### config.mk
export PLATFORM = sky130hd
export DESIGN_NAME = hamming_tx_scheduler_flat
export DESIGN_NICKNAME = d
export VERILOG_FILES = /design/src/rtl/hamming_tx_scheduler_if.sv /design/src/rtl/hamming_tx_scheduler.sv /design/src/flat_wrapper.sv
export SDC_FILE = /design/constraint.sdc
export NUM_CORES = 1
export LEC_CHECK = 0
export CAP_MARGIN = 10
export CORE_ASPECT_RATIO = 1.5
export CORE_MARGIN = 2
export CORE_UTILIZATION = 48
export DETAILED_ROUTE_END_ITERATION = 6
export GPL_ROUTABILITY_DRIVEN = 1
export PLACE_DENSITY = 0.75
export SKIP_CTS_REPAIR_TIMING = 1
export SYNTH_ARGS = -nofsm -noshare
export SYNTH_HDL_FRONTEND = slang
export SYNTH_SLANG_ARGS = --single-unit
### constraint.sdc
create_clock -name clk -period 1.8 [get_ports clk]
set_input_delay 0.18 -clock clk [delete_from_list [all_inputs] [get_ports clk]]
set_output_delay 0.18 -clock clk [all_outputs]
set_load 0.02 [all_outputs]
### src/rtl/hamming_tx_scheduler_if.sv
// Request/acknowledge and serial line signals of the Hamming(12,8) transmit scheduler.
// master drives the requests; slave is the scheduler itself.
interface hamming_tx_scheduler_if;
  logic       reqA;
  logic [1:8] dataA;
  logic       ackA;
  logic       reqB;
  logic [1:8] dataB;
  logic       ackB;
  logic       txOut;
  logic       txValid;
  logic       frameStart;
  logic       busy;
  logic       lastGrant;

  modport master (
    output reqA, dataA, reqB, dataB,
    input  ackA, ackB, txOut, txValid, frameStart, busy, lastGrant
  );

  modport slave (
    input  reqA, dataA, reqB, dataB,
    output ackA, ackB, txOut, txValid, frameStart, busy, lastGrant
  );
endinterface

### src/rtl/hamming_tx_scheduler.sv
// Round-robin arbiter between two byte requesters that serialises the winner's byte as an
// even-parity Hamming(12,8) codeword, position 1 first, followed by GAP_CYCLES idle cycles.
module hamming_tx_scheduler #(
  parameter int unsigned GAP_CYCLES = 1
) (
  input logic                    clk,
  input logic                    rst_n,
  hamming_tx_scheduler_if.slave  bus
);

  typedef enum logic [1:0] {StIdle, StShift, StGap} stateT;

  localparam logic [3:0] GapLast = 4'(GAP_CYCLES > 0 ? GAP_CYCLES - 1 : 0);

  // Codeword positions 1..12 = p1 p2 d1 p4 d2 d3 d4 p8 d5 d6 d7 d8, d1 = byte MSB.
  function automatic logic [1:12] encode(input logic [1:8] d);
    logic [1:12] c;
    c = {1'b0, 1'b0, d[1], 1'b0, d[2], d[3], d[4], 1'b0, d[5], d[6], d[7], d[8]};
    c[1] = c[3] ^ c[5] ^ c[7] ^ c[9] ^ c[11];
    c[2] = c[3] ^ c[6] ^ c[7] ^ c[10] ^ c[11];
    c[4] = c[5] ^ c[6] ^ c[7] ^ c[12];
    c[8] = c[9] ^ c[10] ^ c[11] ^ c[12];
    return c;
  endfunction

  stateT       stateQ, stateD;
  logic [3:0]  cntQ, cntD;
  logic [3:0]  gapQ, gapD;
  logic [1:12] shQ, shD;
  logic        lastGrantQ, lastGrantD;
  logic        ackAQ, ackAD;
  logic        ackBQ, ackBD;
  logic        txOutQ, txOutD;
  logic        txValidQ, txValidD;
  logic        frameStartQ, frameStartD;
  logic        busyQ, busyD;
  logic        pickB;
  logic [1:12] cw;

  always_comb begin
    stateD      = stateQ;
    cntD        = cntQ;
    gapD        = gapQ;
    shD         = shQ;
    lastGrantD  = lastGrantQ;
    ackAD       = 1'b0;
    ackBD       = 1'b0;
    txOutD      = 1'b0;
    txValidD    = 1'b0;
    frameStartD = 1'b0;
    pickB       = 1'b0;
    cw          = '0;

    unique case (stateQ)
      StIdle: begin
        if (bus.reqA || bus.reqB) begin
          // On a tie the requester that did not win last time gets the line.
          pickB       = bus.reqB && (!bus.reqA || !lastGrantQ);
          cw          = encode(pickB ? bus.dataB : bus.dataA);
          shD         = cw;
          lastGrantD  = pickB;
          ackAD       = !pickB;
          ackBD       = pickB;
          txOutD      = cw[1];
          txValidD    = 1'b1;
          frameStartD = 1'b1;
          cntD        = 4'd0;
          stateD      = StShift;
        end
      end
      StShift: begin
        if (cntQ == 4'd11) begin
          cntD = 4'd0;
          if (GAP_CYCLES > 0) begin
            gapD   = 4'd0;
            stateD = StGap;
          end else begin
            stateD = StIdle;
          end
        end else begin
          // shQ[1] is the bit on the line now, so shQ[2] goes out next.
          cntD     = cntQ + 4'd1;
          shD      = {shQ[2:12], 1'b0};
          txOutD   = shQ[2];
          txValidD = 1'b1;
        end
      end
      StGap: begin
        if (gapQ == GapLast) begin
          stateD = StIdle;
        end else begin
          gapD = gapQ + 4'd1;
        end
      end
      default: stateD = StIdle;
    endcase

    busyD = (stateD != StIdle);
  end

  always_ff @(posedge clk or negedge rst_n) begin
    if (!rst_n) begin
      stateQ      <= StIdle;
      cntQ        <= 4'd0;
      gapQ        <= 4'd0;
      shQ         <= '0;
      lastGrantQ  <= 1'b1;
      ackAQ       <= 1'b0;
      ackBQ       <= 1'b0;
      txOutQ      <= 1'b0;
      txValidQ    <= 1'b0;
      frameStartQ <= 1'b0;
      busyQ       <= 1'b0;
    end else begin
      stateQ      <= stateD;
      cntQ        <= cntD;
      gapQ        <= gapD;
      shQ         <= shD;
      lastGrantQ  <= lastGrantD;
      ackAQ       <= ackAD;
      ackBQ       <= ackBD;
      txOutQ      <= txOutD;
      txValidQ    <= txValidD;
      frameStartQ <= frameStartD;
      busyQ       <= busyD;
    end
  end

  assign bus.ackA       = ackAQ;
  assign bus.ackB       = ackBQ;
  assign bus.txOut      = txOutQ;
  assign bus.txValid    = txValidQ;
  assign bus.frameStart = frameStartQ;
  assign bus.busy       = busyQ;
  assign bus.lastGrant  = lastGrantQ;

endmodule

### src/flat_wrapper.sv
// flat-port wrapper written by rule: the top's interface ports become plain ports
module hamming_tx_scheduler_flat 
#(
  parameter int unsigned GAP_CYCLES = 1
)
  (clk, rst_n, bus_reqA, bus_dataA, bus_reqB, bus_dataB, bus_ackA, bus_ackB, bus_txOut, bus_txValid, bus_frameStart, bus_busy, bus_lastGrant);
  hamming_tx_scheduler_if bus_i ();
  input logic clk;
  input logic rst_n;
  input wire logic [$bits(bus_i.reqA)-1:0] bus_reqA;
  input wire logic [$bits(bus_i.dataA)-1:0] bus_dataA;
  input wire logic [$bits(bus_i.reqB)-1:0] bus_reqB;
  input wire logic [$bits(bus_i.dataB)-1:0] bus_dataB;
  output wire logic [$bits(bus_i.ackA)-1:0] bus_ackA;
  output wire logic [$bits(bus_i.ackB)-1:0] bus_ackB;
  output wire logic [$bits(bus_i.txOut)-1:0] bus_txOut;
  output wire logic [$bits(bus_i.txValid)-1:0] bus_txValid;
  output wire logic [$bits(bus_i.frameStart)-1:0] bus_frameStart;
  output wire logic [$bits(bus_i.busy)-1:0] bus_busy;
  output wire logic [$bits(bus_i.lastGrant)-1:0] bus_lastGrant;
  assign bus_i.reqA = bus_reqA;
  assign bus_i.dataA = bus_dataA;
  assign bus_i.reqB = bus_reqB;
  assign bus_i.dataB = bus_dataB;
  assign bus_ackA = bus_i.ackA;
  assign bus_ackB = bus_i.ackB;
  assign bus_txOut = bus_i.txOut;
  assign bus_txValid = bus_i.txValid;
  assign bus_frameStart = bus_i.frameStart;
  assign bus_busy = bus_i.busy;
  assign bus_lastGrant = bus_i.lastGrant;
  hamming_tx_scheduler #(.GAP_CYCLES(GAP_CYCLES)) u_core (.clk(clk), .rst_n(rst_n), .bus(bus_i));
endmodule
==> impl_metrics.toml <==
[routing]
ant_nets = 0
drt_wl_total_um = 3770
dr.pass1.iters = 4
via_per_inst = 5.43
drc = 0
initialDrtViolationCount = 15
dr_total_vias = 1395
wl_per_cell_um = 14.7

[die]
rows = 26
dieHeight_um = 78.1
die_w_um = 53.4
pin_count = 27
initial_core_util_pct = 50.9
die_area_mm2 = 0.00417
coreArea_mm2 = 0.00345

[grt]
grt.overflow.total = 0
grt_usage_pct = 19.5
grt_pass1_wl_um = 6220
antenna_found_initial = 0
grt_max_degree = 29
grt_pass1_vias = 1397

[sta]
period_minus_slack_ns = 1.73
fin_crit_sh_pct = 96.1
rsz0062_at_grt = "true"
tightest_slew_ns = 0.347
fmax_mhz = 578
slew_headroom_pct = 76.8
final_hold_viol_count = 0
fin_ws_ns = 0.0708
clock_skew_ns = 0.00203
setup_viol = 0
slew_viol_final = 0

[final_layout]
nets = 243
final_common_cell = "dfrtp_1"
diodes = 0
final_util_pct = 65.8
syn2layout_area_growth_pct = 29.2
layout_common_cells = "dfrtp_1 (27), clkdlybuf4s50_1 (26), nand2_1 (19)"
layout-drive-gt1-share_pct = 15.3

[critical_path]
criticalPathCategory = "reg -> reg"
critPathBufInv = 1
worstPathCellList = "ha_1, and3b_1, a211o_1, buf_12, mux2_1"
path_delay_family = "flip-flops"
start_kind = "flop"
cpPeakStageDelay_ns = 0.41
end_kind = "flop"
worstPathRequired_ns = 1.96
cp.arrival_ns = 1.89
cp_max_fo = 10
crit_slowest_cell = "dfrtp_1"

[synthesis]
synth_area_leaders = "dfrtp_1 (38%), mux2i_1 (6.3%), xnor2_1 (6.0%)"
avgSynthCellArea_um2 = 10.1
synth_top_area_share_pct = 38.5
yosysWarnings = 0
synth_edf_count = 0
synth_ff_type = "dfrtp_1"
ys_async_sr_fraction_pct = 100
syn-cell-area_mm2 = 0.00176
ys_ff_latch = 28
syn_inst = 174
ys_types = 43
yosysSeqAreaShare_pct = 40.0
yosysTopAreaCell = "dfrtp_1"
syn_nets = 201

[clock_network]
cts_buffers = 3
cts_tree = "yes"
cts_sinks = 28
clock_latency_ns = 0.27
cts_buffer_depth = 2
htree_num_levels = 1
clk_pin_slew_ns = 0.09
root_buffer = "clkbuf_8"

[power]
peakVddDrop_v = 0.000867
cellPowerDensity_mw_per_mm2 = 1300
power_leakage_nw = 1.05

[placement]
routabilityCongestion = 0.818
dp_hpwl_um = 3090
pre_cts_slack_ns = -0.0809
io_buffer_count = 26

[worst_hold_path]
hp-class = "in -> async"

[run_status]
status = "finished clean"

[flow_run]
maxCapViolCount = 0
## flip-flops by register name, summed over array words and instances, names as in the netlist, 2 cells and up
| register | flops |
|---|---|
| u_core.cntQ | 4 |
| u_core.gapQ | 4 |
| u_core.stateQ | 2 |
| u_core.shQ | 11 |
## cells by family (layout without fill, tap and decap cells)
group                      after synthesis  after routing  share of synthesized area [%]
and+or+nand+nor                         45             45                           13.7
AOI/OAI and AO/OA                       37             37                           13.9
DFF                                     28             28                           40.0
xor gates and xnor gates                22             22                           12.5
muxes                                   18             18                           10.8
buffers and inverters                   17             58                           4.20
adders and majority gates                7              7                           4.99
## per-layer routing
metal	GRT usage (%)	vias to the layer above	part of all wire, %
met3	1.90	4	1.5
met2	35.8	13	58
met1	22.9	693	39
met4	5.64	0	0.93
li1	-	685	-
met5	0	-	0
## report_power, final
group | internal (mW) | total [mW] | switching, mW
clock network | 0.196 | 0.384 | 0.188
logic | 0.803 | 1.55 | 0.750
registers | 0.871 | 1.01 | 0.138
## synth_stat cells (all sizes together) (2+ instances only)
cell type   n
o21ai      19
nand4       2
ha          7
xnor2      12
clkbuf      2
nor2        6
o211ai      2
nand3       3
xnor3       2
a21o        2
inv        11
nand2b      2
dfrtp      27
buf         4
or2         2
xor2        8
a22oi       3
and2        3
nand2      19
nor3b       2
mux2        7
o22ai       2
mux2i      11
## final timing paths
check | startpoint | endpoint | slack [ns] | cells past startpoint
max | u_core.cntQ[1] | u_core.shQ[5] | 0.07 | 5
min reg2reg | u_core.shQ[6] | u_core.shQ[6] | 0.50 | 1
min in group clk | u_core.shQ[6] | u_core.shQ[6] | 0.50 | 1
min | rst_n | u_core.gapQ[0] | 0.28 | 2
max reg2reg | u_core.cntQ[1] | u_core.shQ[5] | 0.07 | 5
max in group asynchronous | rst_n | u_core.bus.lastGrant | 1.22 | 2
## final cells by class
type | instances | area, um^2
fill | 288 | 1180
multi-input combinational | 129 | 1010
sequential | 28 | 702
timing repair buffer | 43 | 413
clock buffer | 4 | 55.1
tap | 42 | 52.6
inverter | 11 | 41.3
## per-stage QoR
stage / total power [mW] / instance area [um^2] / setup TNS (ns) / hold WS [ns] / instances
4_1_cts: 2.94 / 2240 / -0.450 / 0.287 / 256
2_1_floorplan: 1.93 / 1760 / 0 / -0.116 / 174
3_3_place_gp: 2.48 / 2180 / 0 / 0.474 / 252
5_1_grt: 3.17 / 2270 / -0.0146 / 0.318 / 257
3_5_place_dp: 2.55 / 2180 / -0.402 / 0.483 / 252
6_report: 2.95 / 2270 / 0 / 0.281 / 257
No activity file was read; power rests on OpenSTA's default activity.
